$ cat config.mk
export PLATFORM = sky130hd
export DESIGN_NAME = inst_fetch_flat
export DESIGN_NICKNAME = d
export VERILOG_FILES = /design/src/rtl/inst_fetch_if.sv /design/src/rtl/inst_fetch.sv /design/src/flat_wrapper.sv
export SDC_FILE = /design/constraint.sdc
export NUM_CORES = 1
export LEC_CHECK = 0
export ABC_AREA = 1
export BUFFER_PORTS_ARGS = -buffer_cell sky130_fd_sc_hd__buf_2
export CAP_MARGIN = 5
export CORE_MARGIN = 3
export CORE_UTILIZATION = 40
export CTS_CLUSTER_SIZE = 16
export DETAILED_ROUTE_END_ITERATION = 7
export GPL_ROUTABILITY_DRIVEN = 1
export GPL_TIMING_DRIVEN = 0
export HOLD_SLACK_MARGIN = 0.03
export PLACE_DENSITY = 0.81
export REMOVE_ABC_BUFFERS = 1
export SETUP_SLACK_MARGIN = 0.15
export SYNTH_ARGS = -nofsm -noshare
export SYNTH_HDL_FRONTEND = slang
export SYNTH_SLANG_ARGS = --single-unit
$ cat constraint.sdc
create_clock -name clk -period 1.4 [get_ports clk]
set_input_delay 0.14 -clock clk [delete_from_list [all_inputs] [get_ports clk]]
set_output_delay 0.14 -clock clk [all_outputs]
set_load 0.02 [all_outputs]
$ cat src/rtl/inst_fetch_if.sv
// ---------------------------------------------------------------------------
// inst_fetch_if
// SRAM-like instruction bus between the fetch stage (master) and the
// instruction memory or cache (slave). At most one request is outstanding.
//
// Signals
//   inst_req      master->slave  request valid
//   inst_wr       master->slave  write enable (fetch only reads, always 0)
//   inst_size     master->slave  access size (always 2'd2, one word)
//   inst_addr     master->slave  request address
//   inst_wdata    master->slave  write data (unused, always 0)
//   inst_addr_ok  slave->master  request accepted this cycle
//   inst_data_ok  slave->master  read data valid this cycle
//   inst_rdata    slave->master  read data
// ---------------------------------------------------------------------------
interface inst_fetch_if;
    logic        inst_req;
    logic        inst_wr;
    logic [1:0]  inst_size;
    logic [31:0] inst_addr;
    logic [31:0] inst_wdata;
    logic        inst_addr_ok;
    logic        inst_data_ok;
    logic [31:0] inst_rdata;

    modport master (
        output inst_req, inst_wr, inst_size, inst_addr, inst_wdata,
        input  inst_addr_ok, inst_data_ok, inst_rdata
    );

    modport slave (
        input  inst_req, inst_wr, inst_size, inst_addr, inst_wdata,
        output inst_addr_ok, inst_data_ok, inst_rdata
    );
endinterface

$ cat src/rtl/inst_fetch.sv
// ---------------------------------------------------------------------------
// inst_fetch
// Instruction fetch stage. Issues one word read per instruction on an
// SRAM-like bus, holds the returned word for decode until it is accepted,
// and stalls the PC register until that hand-off happens. A flush discards
// any fetch in progress; data already requested is swallowed when it returns.
//
// Optional feature: define IF_ADEL_CHECK_EN to flag misaligned fetch
// addresses locally (no bus request) with if_adel instead of issuing them.
//
// Ports
//   clk, resetn   clock and synchronous active-low reset
//   npc           fetch address from the PC register
//   flush         redirect: abandon all fetch work
//   id_allow      decode accepts if_inst this cycle
//   bus           instruction bus master (inst_fetch_if.master)
//   if_valid      if_pc/if_inst hold a fetched instruction
//   if_pc         address of the presented instruction
//   if_inst       presented instruction word (NOP_INST when not valid)
//   if_adel       fetch address error for if_pc
//   if_stall      hold the PC register
// ---------------------------------------------------------------------------
module inst_fetch #(
    parameter logic [31:0] NOP_INST = 32'h0000_0000
) (
    input  logic                clk,
    input  logic                resetn,
    input  logic [31:0]         npc,
    input  logic                flush,
    input  logic                id_allow,
    inst_fetch_if.master        bus,
    output logic                if_valid,
    output logic [31:0]         if_pc,
    output logic [31:0]         if_inst,
    output logic                if_adel,
    output logic                if_stall
);

    typedef enum logic [1:0] {IDLE, REQ, WAIT, FULL} stateT;

    stateT       state_q,  state_d;
    logic [31:0] reqPc_q,  reqPc_d;
    logic        cancel_q, cancel_d;
    logic [31:0] ifPc_q,   ifPc_d;
    logic [31:0] ifInst_q, ifInst_d;
`ifdef IF_ADEL_CHECK_EN
    logic        ifAdel_q, ifAdel_d;
`endif

    // State register: every piece of fetch state updates here.
    always_ff @(posedge clk) begin
        if (!resetn) begin
            state_q  <= IDLE;
            reqPc_q  <= 32'h0;
            cancel_q <= 1'b0;
            ifPc_q   <= 32'h0;
            ifInst_q <= NOP_INST;
`ifdef IF_ADEL_CHECK_EN
            ifAdel_q <= 1'b0;
`endif
        end else begin
            state_q  <= state_d;
            reqPc_q  <= reqPc_d;
            cancel_q <= cancel_d;
            ifPc_q   <= ifPc_d;
            ifInst_q <= ifInst_d;
`ifdef IF_ADEL_CHECK_EN
            ifAdel_q <= ifAdel_d;
`endif
        end
    end

    // Next-state logic. cancel remembers that the outstanding request was
    // flushed after the slave accepted it, so its data must be dropped.
    always_comb begin
        state_d  = state_q;
        reqPc_d  = reqPc_q;
        cancel_d = cancel_q;
        ifPc_d   = ifPc_q;
        ifInst_d = ifInst_q;
`ifdef IF_ADEL_CHECK_EN
        ifAdel_d = ifAdel_q;
`endif
        case (state_q)
            IDLE: begin
                if (!flush) begin
                    reqPc_d = npc;
`ifdef IF_ADEL_CHECK_EN
                    // Misaligned fetch never reaches the bus; the error is
                    // handed to decode as a NOP carrying the bad PC.
                    if (npc[1:0] != 2'b00) begin
                        state_d  = FULL;
                        ifPc_d   = npc;
                        ifInst_d = NOP_INST;
                        ifAdel_d = 1'b1;
                    end else begin
                        state_d  = REQ;
                    end
`else
                    state_d = REQ;
`endif
                end
            end
            REQ: begin
                if (bus.inst_addr_ok) begin
                    state_d  = WAIT;
                    cancel_d = flush;
                end else if (flush) begin
                    state_d  = IDLE;
                end
            end
            WAIT: begin
                if (bus.inst_data_ok) begin
                    if (cancel_q || flush) begin
                        cancel_d = 1'b0;
                        state_d  = IDLE;
                    end else begin
                        ifInst_d = bus.inst_rdata;
                        ifPc_d   = reqPc_q;
`ifdef IF_ADEL_CHECK_EN
                        ifAdel_d = 1'b0;
`endif
                        state_d  = FULL;
                    end
                end else if (flush) begin
                    cancel_d = 1'b1;
                end
            end
            FULL: begin
                if (flush || id_allow) begin
                    state_d  = IDLE;
`ifdef IF_ADEL_CHECK_EN
                    ifAdel_d = 1'b0;
`endif
                end
            end
            default: state_d = IDLE;
        endcase
    end

    // Outputs. reqPc only changes in IDLE, which keeps inst_addr stable for
    // the whole REQ phase. The PC may only advance on an actual hand-off.
    always_comb begin
        bus.inst_req   = (state_q == REQ);
        bus.inst_wr    = 1'b0;
        bus.inst_size  = 2'd2;
        bus.inst_addr  = reqPc_q;
        bus.inst_wdata = 32'h0;
        if_valid       = (state_q == FULL);
        if_pc          = ifPc_q;
        if_inst        = (state_q == FULL) ? ifInst_q : NOP_INST;
`ifdef IF_ADEL_CHECK_EN
        if_adel        = ifAdel_q;
`else
        if_adel        = 1'b0;
`endif
        if_stall       = !resetn || !((state_q == FULL) && id_allow);
    end

endmodule

$ cat src/flat_wrapper.sv
// flat-port wrapper written by rule: the top's interface ports become plain ports
module inst_fetch_flat 
#(
    parameter logic [31:0] NOP_INST = 32'h0000_0000
)
  (clk, resetn, npc, flush, id_allow, if_valid, if_pc, if_inst, if_adel, if_stall, bus_inst_req, bus_inst_wr, bus_inst_size, bus_inst_addr, bus_inst_wdata, bus_inst_addr_ok, bus_inst_data_ok, bus_inst_rdata);
  inst_fetch_if bus_i ();
  input  logic clk;
  input  logic resetn;
  input  logic [31:0] npc;
  input  logic flush;
  input  logic id_allow;
  output logic if_valid;
  output logic [31:0] if_pc;
  output logic [31:0] if_inst;
  output logic if_adel;
  output logic if_stall;
  output wire logic [$bits(bus_i.inst_req)-1:0] bus_inst_req;
  output wire logic [$bits(bus_i.inst_wr)-1:0] bus_inst_wr;
  output wire logic [$bits(bus_i.inst_size)-1:0] bus_inst_size;
  output wire logic [$bits(bus_i.inst_addr)-1:0] bus_inst_addr;
  output wire logic [$bits(bus_i.inst_wdata)-1:0] bus_inst_wdata;
  input wire logic [$bits(bus_i.inst_addr_ok)-1:0] bus_inst_addr_ok;
  input wire logic [$bits(bus_i.inst_data_ok)-1:0] bus_inst_data_ok;
  input wire logic [$bits(bus_i.inst_rdata)-1:0] bus_inst_rdata;
  assign bus_inst_req = bus_i.inst_req;
  assign bus_inst_wr = bus_i.inst_wr;
  assign bus_inst_size = bus_i.inst_size;
  assign bus_inst_addr = bus_i.inst_addr;
  assign bus_inst_wdata = bus_i.inst_wdata;
  assign bus_i.inst_addr_ok = bus_inst_addr_ok;
  assign bus_i.inst_data_ok = bus_inst_data_ok;
  assign bus_i.inst_rdata = bus_inst_rdata;
  inst_fetch #(.NOP_INST(NOP_INST)) u_core (.clk(clk), .resetn(resetn), .npc(npc), .flush(flush), .id_allow(id_allow), .bus(bus_i), .if_valid(if_valid), .if_pc(if_pc), .if_inst(if_inst), .if_adel(if_adel), .if_stall(if_stall));
endmodule
[Word-level counts from Yosys, hierarchy flattened]
Cells that the tools add are included.
Cells by class
  $add $sub $neg: 0
  multiply operators: 0
  div/mod/pow operators: 0
  magnitude comparators: 0
  equal/unequal tests: 10
  shift-type cells: 0
  muxes and demuxes: 13
  bitwise operators: 2
  reduce and logical (&&, ||, !) cells: 12
Operators by type and width (number)
  two-way mux 32 bit: 1
  two-way mux 2 bit: 6
  case mux 2 bit (4 select lines): 1
  AND reduction 4 bit: 2
  != test 3 x 2 -> 1 bit (second input constant): 2
  == test 2 bit (second input constant): 2
  two-way mux 1 bit: 4
  != test 2 x 1 -> 1 bit (second input constant): 2
  != test 2 bit (second input constant): 2
  logical OR 1 bit: 3
  != test 3 bit (second input constant): 1
  AND reduction 3 bit: 1
  == test 2 x 1 -> 1 bit (second input constant): 1
  logical NOT 1 bit: 2
  logical NOT 2 bit: 1
  inverter 1 bit: 2
  case mux 1 bit (2 select lines): 1
  AND reduction 2 bit: 1
  nonzero test 2 bit: 1
  logical AND 1 bit: 1
Word-level totals
  bits in registers: 99
  bits in latches: 0
  memory bits (writable): 0
  bits in read-only memories: 0
  input bits: 70
  memories: 0

[Depth between registers and ports, before layout]
  depth after elaboration: 4
  mapped depth: 9
  mapped depth without buffers: 8

[Worst setup path before layout]
No wires, ideal clock.
  path kind: reg-to-reg
  from: reg u_core.state_q[1]
  to: reg u_core.ifPc_q[0] (netlist: u_core.if_pc[0])
  setup time: 113 ps
  arrival time: 1133 ps
  slack: 154 ps
  stages on the path, launching flop included: 8
  buffers on the path: 2
  clock period less this slack: 1246 ps
  cell sequence: dfxtp_1 nand2_2 nor2_4 nand2_2 buf_6 buf_6 o21ai_1 nor2_1
Between the ends
  longest elaborated chain between the ends: 2
RTL lines
  from (decl): RTL line inst_fetch.sv:41  | stateT state_q, state_d;
  from (signal assigned): RTL line inst_fetch.sv:62  | state_q <= state_d;
  == test 2 bit: RTL line inst_fetch.sv:84  | case (state_q)
  AND reduction 3 bit (no line)
  to (signal assigned): RTL line inst_fetch.sv:65  | ifPc_q <= ifPc_d;
  to (decl): RTL line inst_fetch.sv:44  | logic [31:0] ifPc_q, ifPc_d;
No other way between the ends.
A chain may end at the register's enable or synchronous reset.

[Worst setup path in the final report]
  from: reg u_core.state_q[0]
  to: reg u_core.ifInst_q[13]
Between the ends
  longest elaborated chain between the ends: 2
RTL lines
  == test 2 bit: RTL line inst_fetch.sv:84
  AND reduction 3 bit (no line)
  to (signal assigned): RTL line inst_fetch.sv:66  | ifInst_q <= ifInst_d;
  to (decl): RTL line inst_fetch.sv:45  | logic [31:0] ifInst_q, ifInst_d;
No other way between the ends.

==> implementation parameters <==
Parameter                              Value

Drt
  Violation count after the first detailed-route iteration ... 235
  Aggregate routed wire length ... 15,700 um
  Via count of the routed design ... 4,499
  Per-cell via count in the routed design ... 4.83
  Count of antenna-violating nets left after detailed routing ... 0
  1st-pass router iterations ... 4
  Average detailed-routed wire length per instance ... 16.8 um
  Final routed DRC violation total ... 0

Timing
  Relative slew slack ... 45.1%
  Ratio of final minimum period to clock period ... 105%
  Post-layout min period ... 1.47 ns
  F_max ... 680 MHz
  Hold Worst Slack ... 0.0361 ns
  Largest clock skew in the final design ... 0.0163 ns
  Number of hold violations in the final report ... 0
  Setup tns final ... -3.02 ns
  Number of setup violations in the final report ... 98
  Number of pins exceeding their max-slew limit in the final report ... 0
  Setup repair after global routing missed its margin ... true
  Slew at the pin closest to its max-slew limit ... 0.824 ns
  Final Worst Setup Slack ... -0.0709 ns

Cells and area
  Share of post-route cells with drive strength above 1 ... 39.0%
  Utilization after layout ... 66.2%
  Post-layout nets ... 865
  Layout fillers ... 777
  Syn-to-layout area delta ... 58.9%
  Final cell area excluding filler cells ... 6530 um2
  Ant. Diodes ... 0
  Footprint of the multi-input gates ... 2180 um2
  Area taken by flip-flops and latches ... 1990 um2

Synth
  Number of synthesized flops with an enable pin ... 0
  Netlist Area Pre-Place ... 4110 um2
  Synth Instances ... 565
  Largest area contributor in the netlist ... sky130_fd_sc_hd__dfxtp_1
  Async SR Flop Fraction ... 0%
  Top cells by instance count after synthesis ... sky130_fd_sc_hd__nor2_1 (235), sky130_fd_sc_hd__dfxtp_1 (99), sky130_fd_sc_hd__o21ai_1 (50)
  Top cell type's share of synthesized area ... 48.2%
  Portion of the post-synthesis area used by sequential elements ... 48.2%
  YS warnings ... 0
  Most common cell in the netlist ... sky130_fd_sc_hd__nor2_1
  Leading register cell type out of synthesis ... sky130_fd_sc_hd__dfxtp_1
  Post-Syn Area per Cell ... 7.27 um2
  Post-synthesis register bit count ... 99
  Largest cells by area after synthesis ... sky130_fd_sc_hd__dfxtp_1 (48%), sky130_fd_sc_hd__nor2_1 (21%), sky130_fd_sc_hd__buf_4 (6.6%)
  Distinct cells, synth ... 19

Worst setup path
  Cell with the largest stage delay on the worst path ... sky130_fd_sc_hd__dfxtp_4
  CP arrival ... 1.77 ns
  Worst setup SP type ... flip-flop
  Setup crit end kind ... flip-flop
  Library cell appearing most often on the critical path ... sky130_fd_sc_hd__nor2_1
  Cell breakdown of the critical path ... inv_4 > nand2_4 > nor2_4 > buf_12 > nand2_8 > inv_12 > nor2_1 > nor2_1
  Critical path required time ... 1.70 ns
  Critical path class ... reg -> reg
  CP bufs+invs ... 3
  Stage delay of the slowest cell on the critical path ... 0.43 ns
  Critical path peak fanout ... 8
  CP top delay family ... simple AND/OR/NAND/NOR gates

Clocking
  Clock sinks ... 99
  Maximum buffer depth of the clock tree ... 2
  Num CTS Buffers ... 9
  Clk_lat worst skew ... 0.36 ns
  H-Tree Depth ... 3
  Clock root buffer master ... sky130_fd_sc_hd__clkbuf_8
  Clock-pin slew on the worst setup and hold paths ... 0.10 ns
  TritonCTS clock tree ... built

Global routing
  First-pass GRT wire length ... 21,800 um
  Vias in the first global route ... 4,156
  Total routing resource utilization after global routing ... 24.8%
  GRT Residual Overflow ... 0
  Largest net degree at the start of global routing ... 101
  Antenna violations before repair ... 0

Power and ir drop
  Worst IR Drop VDD ... 697 uV
  Cell leakage power ... 2.90 nW
  Power per cell area ... 1360 nW/um2

Min path
  Hold crit path type ... in -> reg

Job
  Number of maximum-capacitance constraint violations ... 0

Floorplan
  Die width ... 107 um
  Placement Rows ... 36
  Starting utilization of the core area ... 41.7%
  Number of top-level pins ... 205
  Placeable core area ... 9860 um2
  Y dimension of the die ... 107 um
  Die ar. ... 11,500 um2

Place
  Routability Congestion ... 0.740
  Post-DP Area ... 4760 um2
  Port Buffer Count ... 168
  Half-perimeter wire length of the detailed placement result ... 6300 um
  Worst setup timing slack at the placement stage ... -1.31 ns

Outcome
  Status ... complete, but fails checks
  Violations in the final reports ... negative setup slack
[flip-flops by register name, indices dropped and copies added (netlist names)]
| name | flops |
|---|---|
| u_core.bus.inst_addr | 32 |
| u_core.cancel_q | 1 |
| u_core.ifInst_q | 32 |
| u_core.if_pc | 32 |
| u_core.state_q | 2 |
[timing repair]
action,4_1_cts,5_1_grt
endpoints found under the hold margin,52,0
setup endpoints to repair,134,134
pin swaps,5,40
cloned,17,3
gates resized for setup,125,117
hold buffers,52,0
buffers inserted,14,0
[where the power goes]
| part | leakage (nW) | switching [mW] | internal [mW] |
|---|---|---|---|
| combinational | 1.99 | 1.99 | 1.26 |
| sequential | 0.809 | 0.378 | 3.21 |
| clock | 0.102 | 0.997 | 1.05 |
| total | 2.90 | 3.37 | 5.52 |
[kinds of logic (layout without fill, tap and decap cells)]
logic type	after synthesis	count (layout)	share of synthesized area (%)
other	2	36	0.183
buffers and inverters	107	298	15.4
AND/OR/NAND/NOR	260	269	24.4
flip-flops	99	99	48.2
AO/OA/AOI/OAI	97	97	11.8
[final timing paths]
check             cells past startpoint  slack, ns                            from                                    end
hold / removal                        3       0.04                         npc[20]  u_core.bus.inst_addr[20]$_SDFFE_PN0P_
setup reg to reg                      8      -0.07  u_core.state_q[0]$_SDFFE_PN0P_       u_core.ifInst_q[13]$_SDFFE_PN0P_
hold reg to reg                       2       0.48   u_core.if_pc[22]$_SDFFE_PN0P_          u_core.if_pc[22]$_SDFFE_PN0P_
setup / recovery                      8      -0.07  u_core.state_q[0]$_SDFFE_PN0P_       u_core.ifInst_q[13]$_SDFFE_PN0P_
[cell type report]
cell class              count  area share (%)
multi-input cells         402            33.3
flip-flops and latches     99            30.5
repair buffers            237            26.0
inverters                  38            2.57
well taps                 133            2.55
clock buffers              11            2.17
repair inverters            8            1.76
clock inverters             4            1.15
[worst reg2reg max path, delay by kind of cell, from the launching register on]
family	cells	cell delay [ns]
DFF	1	0.43
buffers and inverters	3	0.47
and+or+nand+nor	5	0.52
[cells in the final DEF, fill, tap and decap left out, types with 2 or more instances in the layout]
cell type and n:
sky130_fd_sc_hd__nor2_1 186, sky130_fd_sc_hd__buf_2 137, sky130_fd_sc_hd__dfxtp_1 97, sky130_fd_sc_hd__o21ai_1 62
sky130_fd_sc_hd__dlygate4sd3_1 52, sky130_fd_sc_hd__conb_1 36, sky130_fd_sc_hd__nor2_2 35, sky130_fd_sc_hd__inv_1 34
sky130_fd_sc_hd__o21ai_2 33, sky130_fd_sc_hd__buf_4 27, sky130_fd_sc_hd__nor2_4 15, sky130_fd_sc_hd__buf_6 15
sky130_fd_sc_hd__nand2_1 13, sky130_fd_sc_hd__nand2_8 11, sky130_fd_sc_hd__clkbuf_8 10, sky130_fd_sc_hd__clkinvlp_4 4
sky130_fd_sc_hd__buf_12 4, sky130_fd_sc_hd__nand2_4 3, sky130_fd_sc_hd__inv_12 3, sky130_fd_sc_hd__inv_4 2
sky130_fd_sc_hd__inv_16 2, sky130_fd_sc_hd__bufinv_16 2, sky130_fd_sc_hd__inv_8 2, sky130_fd_sc_hd__dfxtp_4 2
[per-stage QoR]
step	power, mW	cells
after floorplan	4.79	530
after global placement	5.46	831
after detailed placement	5.49	831
after global routing	9.32	932
after CTS	8.44	929
final	8.89	932
[per-layer routing]
| metal | wire length [um] | vias to the layer above | global-route usage, % |
|---|---|---|---|
| met1 | 6210 | 2054 | 28.9 |
| met5 | 0 | - | 0 |
| met3 | 1280 | 49 | 5.82 |
| met4 | 565 | 0 | 9.65 |
| li1 | - | 2154 | - |
| met2 | 7640 | 242 | 43.8 |
Note: power is estimated with default switching activity, not from simulation.
